File: config.mk
export PLATFORM = sky130hd
export DESIGN_NAME = rca_mp_add_seq_flat
export DESIGN_NICKNAME = d
export VERILOG_FILES = /design/src/rtl/rca_pkg.sv /design/src/rtl/rca_mp_add_seq_if.sv /design/src/rtl/rca_mp_add_seq_rca16.sv /design/src/rtl/rca_mp_add_seq.sv /design/src/flat_wrapper.sv
export SDC_FILE = /design/constraint.sdc
export NUM_CORES = 1
export LEC_CHECK = 0
export ABC_AREA = 0
export CAP_MARGIN = 10
export CELL_PAD_IN_SITES_DETAIL_PLACEMENT = 1
export CELL_PAD_IN_SITES_GLOBAL_PLACEMENT = 1
export CORE_ASPECT_RATIO = 2
export CORE_MARGIN = 2
export CORE_UTILIZATION = 40
export DETAILED_ROUTE_END_ITERATION = 8
export MAX_ROUTING_LAYER = met4
export PLACE_DENSITY = 0.87
export SYNTH_ARGS = -nofsm -noshare
export SYNTH_HDL_FRONTEND = slang
export SYNTH_HIERARCHICAL = 1
export SYNTH_SLANG_ARGS = --single-unit
File: constraint.sdc
create_clock -name clk -period 11.2 [get_ports clk]
set_input_delay 2.24 -clock clk [delete_from_list [all_inputs] [get_ports clk]]
set_output_delay 2.24 -clock clk [all_outputs]
set_load 0.05 [all_outputs]
File: src/rtl/rca_pkg.sv
// Shared definitions for the multi-precision add sequencer:
// the datapath word width and the sequencer state encoding.
package rca_pkg;

    localparam int WORD_W = 16;

    typedef enum logic [1:0] {
        IDLE,
        RUN,
        DONE
    } rca_seq_state_t;

endpackage

File: src/rtl/rca_mp_add_seq_if.sv
// Requester/consumer bus of the multi-precision add sequencer.
// The master side drives operands and accepts results; the slave side is the sequencer.
interface rca_mp_add_seq_if
    import rca_pkg::*;
#(
    parameter int WORDS = 4
);

    logic                      in_valid;
    logic                      in_ready;
    logic [WORD_W*WORDS-1:0]   a;
    logic [WORD_W*WORDS-1:0]   b;
    logic                      c_in;
    logic                      out_valid;
    logic                      out_ready;
    logic [WORD_W*WORDS-1:0]   s;
    logic                      c_out;
    logic                      busy;

    modport master (
        output in_valid, a, b, c_in, out_ready,
        input  in_ready, out_valid, s, c_out, busy
    );

    modport slave (
        input  in_valid, a, b, c_in, out_ready,
        output in_ready, out_valid, s, c_out, busy
    );

endinterface

File: src/rtl/rca_mp_add_seq_rca16.sv
// Single-word ripple-carry adder shared by the sequencer.
// Purely combinational: one carry chain across WORD_W bits.
module rca_mp_add_seq_rca16
    import rca_pkg::*;
(
    input  logic [WORD_W-1:0] a,
    input  logic [WORD_W-1:0] b,
    input  logic              carry_in,
    output logic [WORD_W-1:0] sum,
    output logic              carry_out
);

    logic [WORD_W:0] cy;

    always_comb begin
        cy    = '0;
        sum   = '0;
        cy[0] = carry_in;
        for (int i = 0; i < WORD_W; i++) begin
            sum[i]  = a[i] ^ b[i] ^ cy[i];
            cy[i+1] = (a[i] & b[i]) | (cy[i] & (a[i] ^ b[i]));
        end
    end

    assign carry_out = cy[WORD_W];

endmodule

File: src/rtl/rca_mp_add_seq.sv
// Multi-precision add sequencer: adds WORDS x 16-bit operands one word per cycle,
// least significant word first, through a single shared ripple-carry adder.
//
// state | meaning
// IDLE  | in_ready high, waiting for in_valid; s/c_out hold previous result
// RUN   | one word added per cycle, carry registered between words
// DONE  | out_valid high, result held until out_ready
module rca_mp_add_seq
    import rca_pkg::*;
#(
    parameter int WORDS = 4
) (
    input  logic               clk,
    input  logic               rst,
    rca_mp_add_seq_if.slave    bus
);

    localparam int OP_W  = WORD_W * WORDS;
    localparam int IDX_W = $clog2(WORDS);

    rca_seq_state_t    state;
    logic [OP_W-1:0]   a_reg;
    logic [OP_W-1:0]   b_reg;
    logic [OP_W-1:0]   s_reg;
    logic              carry;
    logic              c_out_reg;
    logic [IDX_W-1:0]  idx;
    logic              in_ready_reg;
    logic              out_valid_reg;
    logic              busy_reg;

    logic [WORD_W-1:0] a_word;
    logic [WORD_W-1:0] b_word;
    logic [WORD_W-1:0] sum_word;
    logic              carry_next;
    logic              last_word;

    assign a_word    = a_reg[WORD_W*idx +: WORD_W];
    assign b_word    = b_reg[WORD_W*idx +: WORD_W];
    assign last_word = (idx == IDX_W'(WORDS - 1));

    rca_mp_add_seq_rca16 u_rca16 (
        .a         (a_word),
        .b         (b_word),
        .carry_in  (carry),
        .sum       (sum_word),
        .carry_out (carry_next)
    );

    always_ff @(posedge clk) begin
        if (rst) begin
            state         <= IDLE;
            a_reg         <= '0;
            b_reg         <= '0;
            s_reg         <= '0;
            carry         <= 1'b0;
            c_out_reg     <= 1'b0;
            idx           <= '0;
            in_ready_reg  <= 1'b1;
            out_valid_reg <= 1'b0;
            busy_reg      <= 1'b0;
        end else begin
            case (state)
                IDLE: begin
                    if (bus.in_valid) begin
                        a_reg        <= bus.a;
                        b_reg        <= bus.b;
                        carry        <= bus.c_in;
                        idx          <= '0;
                        in_ready_reg <= 1'b0;
                        busy_reg     <= 1'b1;
                        state        <= RUN;
                    end
                end
                RUN: begin
                    s_reg[WORD_W*idx +: WORD_W] <= sum_word;
                    carry                       <= carry_next;
                    if (last_word) begin
                        c_out_reg     <= carry_next;
                        busy_reg      <= 1'b0;
                        out_valid_reg <= 1'b1;
                        state         <= DONE;
                    end else begin
                        idx <= idx + 1'b1;
                    end
                end
                DONE: begin
                    // No re-accept here: IDLE is always entered for at least one cycle.
                    if (bus.out_ready) begin
                        out_valid_reg <= 1'b0;
                        in_ready_reg  <= 1'b1;
                        state         <= IDLE;
                    end
                end
                default: begin
                    state <= IDLE;
                end
            endcase
        end
    end

    assign bus.in_ready  = in_ready_reg;
    assign bus.out_valid = out_valid_reg;
    assign bus.s         = s_reg;
    assign bus.c_out     = c_out_reg;
    assign bus.busy      = busy_reg;

endmodule

File: src/flat_wrapper.sv
// flat-port wrapper written by rule: the top's interface ports become plain ports
module rca_mp_add_seq_flat import rca_pkg::*;
#(
    parameter int WORDS = 4
)
  (clk, rst, bus_in_valid, bus_a, bus_b, bus_c_in, bus_out_ready, bus_in_ready, bus_out_valid, bus_s, bus_c_out, bus_busy);
  rca_mp_add_seq_if #(.WORDS(WORDS)) bus_i ();
  input  logic clk;
  input  logic rst;
  input wire logic [$bits(bus_i.in_valid)-1:0] bus_in_valid;
  input wire logic [$bits(bus_i.a)-1:0] bus_a;
  input wire logic [$bits(bus_i.b)-1:0] bus_b;
  input wire logic [$bits(bus_i.c_in)-1:0] bus_c_in;
  input wire logic [$bits(bus_i.out_ready)-1:0] bus_out_ready;
  output wire logic [$bits(bus_i.in_ready)-1:0] bus_in_ready;
  output wire logic [$bits(bus_i.out_valid)-1:0] bus_out_valid;
  output wire logic [$bits(bus_i.s)-1:0] bus_s;
  output wire logic [$bits(bus_i.c_out)-1:0] bus_c_out;
  output wire logic [$bits(bus_i.busy)-1:0] bus_busy;
  assign bus_i.in_valid = bus_in_valid;
  assign bus_i.a = bus_a;
  assign bus_i.b = bus_b;
  assign bus_i.c_in = bus_c_in;
  assign bus_i.out_ready = bus_out_ready;
  assign bus_in_ready = bus_i.in_ready;
  assign bus_out_valid = bus_i.out_valid;
  assign bus_s = bus_i.s;
  assign bus_c_out = bus_i.c_out;
  assign bus_busy = bus_i.busy;
  rca_mp_add_seq #(.WORDS(WORDS)) u_core (.clk(clk), .rst(rst), .bus(bus_i));
endmodule
==> metrics.md <==
| Metric | Value |
|---|---|
| Outcome | finished clean |
| Total iterations of the first detailed-routing run | 4 |
| Clk pwr share | 0.389 |
| Reg-to-Reg Start | u_core/idx[0] |
| Reg2Reg Depth | 24 |
| Root Driver | clkbuf_16 |
| Layout cells sized above 1 | 0.0706 |
| Critical path peak fanout | 22 |
| Most common cell on crit path | fa_1 |
| Die X | 106 um |
| Post-DP HPWL | 20700 um |
| Routed via count | around 7300 |
| Hold_buf cts | 0 |
| GRT Total Usage | 0.263 |
| Syn-to-layout area delta | 31.8% |
| Placement row count | 74 |
| Async S/R FF share, synth | 0 |
| Leak | approximately 0.0039 uW |
| Register area share after synthesis | 0.485 |
| CP delay by family, top | adder cells |
| Final WS setup | 2.57 ns |
| Commonest cells after routing, fill and taps aside | 308 x nand2_1, 199 x clkdlybuf4s50_1, 199 x dfxtp_1 |
| Netlist Area Pre-Place | 0.00830 sq mm |
| Sw frac | 0.262 |
| Pin count of the biggest net entering global routing | 109 |
| Post-Place Worst Slack | 2.64 ns |
| Normalized max-slew margin | 0.398 |
| Die area | about 0.022 sq mm |
| Fin crit period | 8.63 ns |
| Final setup vio count | 0 |
| CP Capture Type | register |
| Number of failing hold endpoints at the final stage | 0 |
| Hold WC Path Type | reg -> reg |
| Synth Register Bits | 201 |
| WP data required | 11.60 ns |
| Hold path depth | 2 |
| Commonest non-fill, non-tap cell in the layout | nand2_1 |
| Number of synthesized flops with an enable pin | 0 |
| Max Cap Viol | 0 |
| CTS tree | done |
| Routability congestion estimate | 0.824 |
| Post-CTS sizing | 0 |
| Worst Hold Launch | u_core/bus.s[35] |
| Critical Path Slowest Stage Cell | dfxtp_2 |
| First-pass GRT wire length | 43400 um |
| Port bufs | 200 |
| Vias/cell | 5.35 |
| Worst VDD drop | 0.103 mV |
| Routed WL | 28200 um |
| Post-route ant nets | 0 |
| Synthesized net count | 1083 |
| Post-synth cell types | 33 |
| Setup repair after global routing missed its margin | no |
| Maximum clock rate | 116 MHz |
| Clock Sinks | 201 |
| Most used DFF post-synth | dfxtp_1 |
| Ports | between 200 and 250 |
| Final Util | 0.537 |
| Hold endpoint | u_core/bus.s[35] |
| Tot Pwr | 1660 uW |
| Top-area cell type share of the netlist area | 0.485 |
| Diode count | 0 |
| CTS buffer count | 18 |
| Clock latency on the worst-skew pair | 0.49 ns |
| Chip height | 208 um |
| Final period utilization | 0.771 |
| DR iter-0 viols | 277 |
| Clock buffer depth | 3 |
| Yosys warns | 6 |
| Final nets | 1233 |
| H-tree Lvls | 1 |
| R2r setup slk | ~2.6 ns |
| Worst setup SP type | register |
| DR WL/cell | 20.8 um |
| Final cell count without fillers | 1357 |
| Syn avg cell area | 8.93 sq um |
| Reg2reg end | u_core/bus.s[63] |
| Placed cell count | between 1000 and 1500 |
| GRT overflow | 0 |
| Largest cells by area after synthesis | dfxtp_1 48%, nand2_1 14%, a21oi_1 11% |
| Pins over their slew limit | 0 |
| TNS Setup | 0 ns |
| Reg power frac | 0.465 |
| Power density over the cells | between 150 and 200 mW/mm^2 |
| Slew @ Worst Pin | 0.899 ns |
| Final Skew | 0.0149 ns |
| DRC Markers | 0 |
| Type of the worst setup path | reg -> reg |
| Vias in the first global route | 7981 |
| Crit path DAT | between 9 and 10 ns |
| Initial Utilization | 0.407 |
| CP Cell Sequence | buf_4, mux4_2, fa_1, inv_1, fa_1, inv_1, fa_1, fa_1, fa_1, fa_1, fa_1, fa_1, fa_1, fa_1, fa_1, fa_1, fa_1, fa_1, fa_1, inv_1, fa_1, inv_1, nand3_1, a21oi_1 |
| CP peak stage delay | 0.70 ns |
| Syn Inst Count | approximately 930 |
| Sw Pwr | 435 uW |
| Buf+Inv Stages, Crit Path | 5 |
| Initial antenna violation count | 0 |
| Cell Int Power | ~1200 uW |
| Reg clk slew, reported paths | 0.07 ns |
| Core Footprint | roughly 0.02 sq mm |
| Cell taking the most area after synthesis | dfxtp_1 |
| Post-CTS repair timing setup buffer count | 0 |
| Combinational share of power | 0.146 |
==> logic make-up (layout without fill, tap and decap cells) <==
group | after synthesis | after routing | share of synthesized area
buffers and inverters | 90 | 252 | 0.0508
AO/OA/AOI/OAI | 203 | 203 | 0.134
AND/OR/NAND/NOR | 382 | 382 | 0.197
multiplexers | 32 | 32 | 0.0869
adder cells (fa/ha/maj) | 21 | 21 | 0.0461
flip-flops | 201 | 201 | 0.485
==> worst max-delay path by stage <==
| stage | startpoint | endpoint | cells after the start |
|---|---|---|---|
| floorplan | u_core/idx[1] | u_core/bus.s[63] | 26 |
| global placement | u_core/idx[0] | u_core/bus.s[31] | 24 |
| detailed placement | u_core/idx[0] | u_core/bus.s[47] | 24 |
| global route | u_core/idx[0] | u_core/bus.s[63] | 24 |
| CTS | u_core/idx[0] | u_core/bus.s[47] | 24 |
| finish | u_core/idx[0] | u_core/bus.s[63] | 24 |
==> worst register-to-register path, cell delays in order, from the launching register on <==
cell,delay [ns]
dfxtp_2,0.70
buf_4,0.45
mux4_2,0.58
fa_1,0.39
inv_1,0.09
fa_1,0.17
inv_1,0.05
fa_1,0.38
fa_1,0.42
fa_1,0.41
fa_1,0.41
fa_1,0.40
fa_1,0.40
fa_1,0.40
fa_1,0.41
fa_1,0.39
fa_1,0.39
fa_1,0.39
fa_1,0.39
fa_1,0.37
inv_1,0.10
fa_1,0.41
inv_1,0.16
nand3_1,0.10
a21oi_1,0.17
==> cells in the mapped netlist, drive strengths merged (2+ instances only) <==
cell	n
clkbuf	34
fa	16
dfxtp	201
nand2	308
mux4	32
a32o	16
nand3b	4
ha	5
nand2b	3
nor4b	2
nor2	5
nor2b	2
a21oi	182
buf	42
inv	13
and3b	3
nand3	48
or3b	2
==> metal layers <==
layer	vias to the layer above	track usage	wire length, um
li1	3434	-	-
met1	3515	0.256	9580
met2	240	0.489	15800
met3	73	0.0283	1020
met4	0	0.161	1780
met5	-	-	0
==> power groups by stage <==
| stage | logic (uW) | clock network (uW) | registers, uW |
|---|---|---|---|
| after floorplan | 127 | 0 | 788 |
| after global placement | 235 | 0 | 786 |
| after detailed placement | 240 | 0 | 789 |
| after CTS | 242 | 651 | 773 |
| after global routing | 258 | 686 | 776 |
| final | 242 | 645 | 773 |
==> through the flow <==
step	hold slack, ns	cell area [sq um]
6_report	0.453	10900
5_1_grt	0.474	10900
4_1_cts	0.452	10900
3_5_place_dp	0.443	10300
3_3_place_gp	0.439	10300
2_1_floorplan	0.433	8300
==> cell type report <==
type	instances	area (sq um)
fill	2362	9430
multi-input combinational	638	3860
tap	266	333
timing repair buffer	206	2050
sequential	201	4030
clock buffer	28	569
inverter	14	52.6
clock inverter	4	48.8
Power figures use the tool's default switching activity.
